$ cat src/rtl/uart_tx_fifo.sv
// uart_tx_fifo: byte FIFO feeding a UART transmitter through the
// xmitH / xmitdataH / xmitdoneH launch handshake.
//
// Optional feature macro: UART_TXFIFO_OVF_EN
//   defined   -> sticky overflowH flag, set by a write while full,
//                cleared by clrovfH (set wins over clear)
//   undefined -> overflowH tied low, clrovfH ignored
//
// Handshake: when the FSM is IDLE, data is stored and xmitdoneH=1, one
// byte is popped into xmitdataH. The FSM then raises xmitH for exactly
// one cycle (LAUNCH). It waits for xmitdoneH to drop (WAIT_BUSY), then
// for it to rise again (WAIT_DONE), before returning to IDLE.
// xmitdataH stays stable from the pop until the next pop.
module uart_tx_fifo #(
    parameter int DEPTH_LOG2 = 4
) (
    input  logic                  sysclk,
    input  logic                  sysrstl,
    input  logic                  wrH,
    input  logic [7:0]            wrdataH,
    output logic                  fullH,
    output logic                  emptyH,
    output logic [DEPTH_LOG2:0]   countH,
    output logic                  xmitH,
    output logic [7:0]            xmitdataH,
    input  logic                  xmitdoneH,
    input  logic                  clrovfH,
    output logic                  overflowH,
    output logic [1:0]            o_dbg_state
);

    localparam int DEPTH = 1 << DEPTH_LOG2;
    localparam logic [DEPTH_LOG2:0] C_FULL = {1'b1, {DEPTH_LOG2{1'b0}}};
    localparam logic [DEPTH_LOG2:0] C_ZERO = '0;

    localparam logic [1:0] IDLE      = 2'd0;
    localparam logic [1:0] LAUNCH    = 2'd1;
    localparam logic [1:0] WAIT_BUSY = 2'd2;
    localparam logic [1:0] WAIT_DONE = 2'd3;

    logic [7:0]            r_mem [0:DEPTH-1];
    logic [DEPTH_LOG2-1:0] r_wptr;
    logic [DEPTH_LOG2-1:0] r_rptr;
    logic [DEPTH_LOG2:0]   r_count;
    logic [1:0]            r_state;
    logic [1:0]            w_state_nxt;
    logic [7:0]            r_xmitdata;
    logic                  w_full;
    logic                  w_empty;
    logic                  w_push;
    logic                  w_pop;

    // Flags come straight from the registered count, so a write reject is
    // decided on the count before any same-cycle pop.
    assign w_full  = (r_count == C_FULL);
    assign w_empty = (r_count == C_ZERO);
    assign w_push  = wrH & ~w_full;
    assign w_pop   = (r_state == IDLE) & ~w_empty & xmitdoneH;

    assign fullH       = w_full;
    assign emptyH      = w_empty;
    assign countH      = r_count;
    assign xmitH       = (r_state == LAUNCH);
    assign xmitdataH   = r_xmitdata;
    assign o_dbg_state = r_state;

    // Storage array: written on accepted pushes, never reset.
    always_ff @(posedge sysclk) begin
        if (w_push) begin
            r_mem[r_wptr] <= wrdataH;
        end
    end

    // Pointers and count; push and pop together leave the count unchanged.
    always_ff @(posedge sysclk) begin
        if (!sysrstl) begin
            r_wptr  <= '0;
            r_rptr  <= '0;
            r_count <= '0;
        end else begin
            if (w_push) begin
                r_wptr <= r_wptr + 1'b1;
            end
            if (w_pop) begin
                r_rptr <= r_rptr + 1'b1;
            end
            case ({w_push, w_pop})
                2'b10:   r_count <= r_count + 1'b1;
                2'b01:   r_count <= r_count - 1'b1;
                default: r_count <= r_count;
            endcase
        end
    end

    // Output byte register: loaded only on the IDLE->LAUNCH edge.
    always_ff @(posedge sysclk) begin
        if (!sysrstl) begin
            r_xmitdata <= 8'h00;
        end else if (w_pop) begin
            r_xmitdata <= r_mem[r_rptr];
        end
    end

    // Launch FSM next-state logic.
    always_comb begin
        w_state_nxt = r_state;
        case (r_state)
            IDLE:      if (w_pop)      w_state_nxt = LAUNCH;
            LAUNCH:                    w_state_nxt = WAIT_BUSY;
            WAIT_BUSY: if (!xmitdoneH) w_state_nxt = WAIT_DONE;
            WAIT_DONE: if (xmitdoneH)  w_state_nxt = IDLE;
            default:                   w_state_nxt = IDLE;
        endcase
    end

    // Launch FSM state register.
    always_ff @(posedge sysclk) begin
        if (!sysrstl) begin
            r_state <= IDLE;
        end else begin
            r_state <= w_state_nxt;
        end
    end

`ifdef UART_TXFIFO_OVF_EN
    logic r_overflow;

    // Sticky overflow: a rejected write sets it, clrovfH clears, set wins.
    always_ff @(posedge sysclk) begin
        if (!sysrstl) begin
            r_overflow <= 1'b0;
        end else if (wrH & w_full) begin
            r_overflow <= 1'b1;
        end else if (clrovfH) begin
            r_overflow <= 1'b0;
        end
    end

    assign overflowH = r_overflow;
`else
    logic w_unused_clrovf;

    assign w_unused_clrovf = clrovfH;
    assign overflowH       = 1'b0;
`endif

endmodule

$ cat config.mk
export PLATFORM = sky130hd
export DESIGN_NAME = uart_tx_fifo
export DESIGN_NICKNAME = d
export VERILOG_FILES = /design/src/rtl/uart_tx_fifo.sv
export SDC_FILE = /design/constraint.sdc
export NUM_CORES = 1
export LEC_CHECK = 0
export CAP_MARGIN = 0
export CORE_MARGIN = 3
export CORE_UTILIZATION = 40
export DETAILED_ROUTE_END_ITERATION = 6
export GPL_ROUTABILITY_DRIVEN = 0
export HOLD_SLACK_MARGIN = 0.05
export PLACE_DENSITY_LB_ADDON = 0.2
export SETUP_SLACK_MARGIN = 0.5
export SLEW_MARGIN = 20
export SYNTH_ARGS = -nofsm -noshare
export SYNTH_HDL_FRONTEND = slang
export SYNTH_SLANG_ARGS = --single-unit
$ cat constraint.sdc
create_clock -name sysclk -period 7.3 [get_ports sysclk]
set_clock_uncertainty 0.15 [all_clocks]
set_input_delay 1.46 -clock sysclk [delete_from_list [all_inputs] [get_ports sysclk]]
set_output_delay 1.46 -clock sysclk [all_outputs]
set_load 0.01 [all_outputs]
After elaboration in Yosys (flattened, before gate mapping). Memory sizes are Yosys's and may differ from the RTL's. A register that Yosys moved wholly into a read port is not among the register bits. Index checks and enable logic that the tools add are counted.

Mux-type cells: 7. $add $sub $neg: 4. Equality and inequality tests: 9. Reduce and logical (&&, ||, !) cells: 5. Bitwise logic cells: 5.

Operator list (count): $pmux 5 s2 (1); $add 4x1->4 const B (2); $pmux 2 s4 (1); $eq 2x2->1 const B (3); $mux 2 (3); $ne 2x2->1 const B (3); $add 5x1->5 const B (1); $eq 5x5->1 const B (1); $logic_not 5->1 (1); $sub 5x1->5 const B (1); $eq 2x1->1 const B (2); $and 1x1->1 (3); $reduce_and 3->1 (1); $logic_not 2->1 (1); $mux 1 (2); $not 1->1 (2); $reduce_bool 2->1 (1); $logic_not 1->1 (1).

Output and inout port bits: 19. Register bits after elaboration: 15. Memories kept: 1. Bits in writable memories: 128.

Memories: r_mem (depth 16, bits a word 8, read ports 1, clocked after memory_dff 1, write ports 1, line 41) `logic [7:0] r_mem [0:DEPTH-1];`.

Longest topological paths before layout.
Depth after elaboration: 6. Mapped depth: 13.

Least setup slack after synthesis. OpenSTA, ideal clock, no wires.

Path kind: input-to-reg. From: in xmitdoneH. To: reg r_count[4] (netlist: countH[4]). Arrival: 3.527 ns. Path buffers: 1. Cell stages on the path: 11. Slack: 3.505 ns. Cell sequence: nand2_1 a21oi_1 clkbuf_1 ha_1 inv_1 fa_1 nor2b_1 o21ai_0 nand3_1 or3b_2 mux2i_1.

Longest elaborated chain between the ends: 3. Elaborated cells between the ends (all ways): 5.

Ends and longest elaborated chain: start: declaration (line 26) `input logic xmitdoneH,`; $and 1x1->1 * (line 58) `assign w_pop = (r_state == IDLE) & ~w_empty & xmitdoneH;`; via w_pop (line 51) `logic w_pop;`; $eq 2x1->1 / $eq 2x2->1 (equally long branches) (line 87) `case ({w_push, w_pop})`; $pmux 5 s2 / $reduce_bool 2->1 (equally long branches); end signal: assignment (line 88) `2'b10: r_count <= r_count + 1'b1;`; end signal: assignment (line 89) `2'b01: r_count <= r_count - 1'b1;`; end signal: assignment (line 90) `default: r_count <= r_count;`; end: declaration (line 44) `logic [DEPTH_LOG2:0] r_count;`.

The timed path passes the listed nets; every way through them passes the cells marked *. A chain may end at the register's enable or synchronous reset.

Final worst setup path.
From: in xmitdoneH. To: reg r_count[4] (netlist: countH[4]).

Longest elaborated chain between the ends: 3. Elaborated cells between the ends (all ways): 5.

Ends and longest elaborated chain (line): $and 1x1->1 * (58); $eq 2x1->1 / $eq 2x2->1 (equally long branches) (87); $pmux 5 s2 / $reduce_bool 2->1 (equally long branches).

Mark *: on every way between the ends. The rest lies on a longest branch, timed or not.

==> flow_metrics.py <==
metrics = {
    "outcome": {
        "outcome": "complete, no violations",
    },
    "routing": {
        "antenna_left": 0,
        "drtPass1Iterations": 4,
        "drt-initial-drc-count": 201,
        "routed_wl_mm": 12.6,
        "remaining_drc_errors": 0,
        "vias": 3285,
        "via_per_inst": 5.28,
        "wire_per_inst_um": 20.2,
    },
    "sta": {
        "hold_violations": 0,
        "period_minus_slack_ns": 3.95,
        "report.final.slew_viol_count": 0,
        "setup_viol": 0,
        "rsz0062_at_grt": "false",
        "tns_ns": 0,
        "fin_crit_sh": 0.540,
        "hold_slack_ns": 0.368,
        "fmax_ghz": 0.253,
        "maxSlewHeadroom": 0.280,
        "worst_pin_slew_ns": 1.08,
    },
    "layout": {
        "mostFrequentLayoutCell": "edfxtp_1",
        "layout_common_cells": "edfxtp_1 (128), mux2i_1 (45), clkdlybuf4s50_1 (29)",
        "final_area_um2": 7200,
        "diodes": 0,
        "nNetsFinal": 453,
        "fillCellCount": 1250,
        "drive_gt1_frac": 0.100,
        "fin_util": 0.486,
        "area_growth_pct": 17.1,
    },
    "die": {
        "dieArea_um2": 16900,
        "start_util": 0.415,
        "die_w_um": 130,
        "fp.dieH_um": 130,
        "boundaryPins": 32,
        "rows": 44,
        "core_um2": 14800,
    },
    "power": {
        "power_frac_seq": 0.448,
        "power.switching_w": 0.000610,
        "power.density_nw_per_um2": 327,
        "swShare": 0.259,
        "ir_drop_mv": 0.173,
        "p_clk_frac": 0.366,
        "p_int_w": 0.00174,
        "leakage_nw": 2.31,
        "power.share.combinational": 0.187,
    },
    "global_routing": {
        "grt_use_met2": 0.251,
        "grt_max_degree": 56,
        "overflow": 0,
        "antenna_found_initial": 0,
        "grt_use_met3": 0.0393,
        "grt_pass1_vias": 3275,
        "met1_usage": 0.216,
        "gr-max-usage-layer": "met2",
        "grt.total_usage": 0.160,
        "grt_pass1_wl_mm": 19.1,
    },
    "clocking": {
        "cts_tree": "built",
        "clk_pin_slew_ns": 0.06,
        "cts_root_buffer": "clkbuf_16",
        "post_cts_buffers": 0,
        "htree_num_levels": 4,
        "cts_num_sinks": 151,
        "worstSkewPairLatency_ns": 0.42,
        "cts_buffer_depth": 2,
        "cts_buffers": 17,
        "ctsHoldBuffers": 0,
        "cts_resized": 0,
    },
    "logic_synthesis": {
        "synth_area_um2": 6150,
        "synthCells": 391,
        "synthesis.nets": 419,
        "synth_xor_area_frac": 0.0114,
        "synth_top_family_by_area": "multiplexers",
        "synth.mux.area_fraction": 0.118,
        "synthAdderAreaFrac": 0.0317,
        "yosysWarnings": 0,
        "synthSimpleGateAreaFrac": 0.0569,
        "synth_edf_count": 128,
        "ys_types": 39,
        "synth_compound_area_frac": 0.0576,
        "ys.flop_type": "edfxtp_1",
        "avgSynthCellArea_um2": 15.7,
        "ys_async_sr_fraction": 0,
        "ys_ff_latch": 151,
        "synth-seq-area-share": 0.700,
    },
    "flow_run": {
        "cap_violations": 0,
    },
    "setup_path": {
        "worstSetupPathType": "input port to register",
        "cp_data_required_time_ns": 7.46,
        "start_kind": "input port",
        "reg2regPathDepth": 13,
        "timing.rr.end": "countH[4]",
        "critPathArrivalTime_ns": 4.10,
        "critPathCaptureType": "register",
        "rrSetupSlack_ns": 4.23,
        "worstPathMaxFanout": 21,
        "regToRegStartpoint": "o_dbg_state[1]",
    },
    "min_path": {
        "worstHoldEndpoint": "countH[4]",
        "min-delay-start": "countH[4]",
        "hold_class": "register to register",
        "whs_path_depth": 2,
    },
    "placement": {
        "postPlaceCellArea_um2": 6610,
        "port_buffers": 29,
        "dp.final_hpwl_mm": 7.96,
    },
}
cell usage after synthesis (3+ instances only):
library cell | n | area (um2)
a2111oi_1 | 3 | 30.0
a21oi_1 | 15 | 75.1
and2_1 | 3 | 18.8
buf_2 | 6 | 30.0
clkbuf_1 | 10 | 37.5
dfxtp_1 | 23 | 460
edfxtp_1 | 128 | 3840
ha_1 | 14 | 175
inv_1 | 11 | 41.3
mux2i_1 | 45 | 450
mux4_1 | 8 | 210
mux4_2 | 3 | 67.6
nand2_1 | 16 | 60.1
nand3_1 | 3 | 15.0
nor2_1 | 24 | 90.1
nor2b_1 | 5 | 31.3
nor3_1 | 10 | 50.1
o21ai_0 | 12 | 60.1
o22ai_1 | 21 | 131
xnor2_1 | 3 | 26.3
xor2_1 | 5 | 43.8
power by group through the flow:
stage                     clock network [W]  logic (W)  registers (W)
final                              0.000861   0.000439        0.00105
after global routing               0.000918   0.000494        0.00106
after CTS                          0.000878   0.000444        0.00106
after detailed placement                  0   0.000443        0.00107
after global placement                    0   0.000436        0.00107
after floorplan                           0   0.000284        0.00106
flip-flops by register name, indices dropped and copies added, names as in the netlist:
signal and cells:
r_wptr 4, r_mem 128, o_dbg_state 2, r_rptr 4, countH 5, xmitdataH 8
kinds of logic after synthesis:
kind of cell	Yosys count
DFF	151
and+or+nand+nor	71
other	1
xor gates and xnor gates	8
muxes	56
adders and majority gates	15
AOI/OAI and AO/OA	58
buffers and inverters	31
area by class of cell:
cell class | instances | area, um2 | share of cell area
Sequential cell | 151 | 4310 | 0.598
Multi-Input combinational cell | 209 | 1700 | 0.236
Clock buffer | 18 | 429 | 0.0596
Timing Repair Buffer | 35 | 335 | 0.0466
Tap cell | 184 | 230 | 0.0320
Clock inverter | 14 | 159 | 0.0221
Inverter | 11 | 41.3 | 0.00573
how the worst max path moves through the flow:
stage	endpoint	start	slack (ns)
global placement	countH[4]	xmitdoneH	2.94
floorplan	countH[4]	xmitdoneH	3.50
global route	countH[4]	xmitdoneH	3.19
CTS	countH[4]	xmitdoneH	3.36
finish	countH[4]	xmitdoneH	3.35
detailed placement	countH[4]	xmitdoneH	2.92
metrics by stage:
step	power [W]	cells	setup slack, ns
after floorplan	0.00134	391	3.50
after global routing	0.00248	622	3.19
after global placement	0.00151	590	2.94
after detailed placement	0.00152	590	2.92
final	0.00235	622	3.35
after CTS	0.00238	622	3.36
layer usage:
metal | share of wire | vias up | wire length, um
met2 | 0.49 | 88 | 6130
li1 | - | 1571 | -
met3 | 0.057 | 8 | 713
met5 | 0 | - | 0
met1 | 0.45 | 1618 | 5620
met4 | 0.010 | 0 | 132
worst max-delay path, stage by stage:
cell,delay [ns]
clkdlybuf4s50_1,0.50
nand2_1,0.06
a21oi_1,0.11
buf_4,0.25
ha_1,0.27
inv_1,0.11
fa_1,0.39
nor2b_1,0.16
o21ai_0,0.12
nand3_1,0.09
or3b_2,0.45
mux2i_1,0.12
Power figures use the tool's default switching activity.
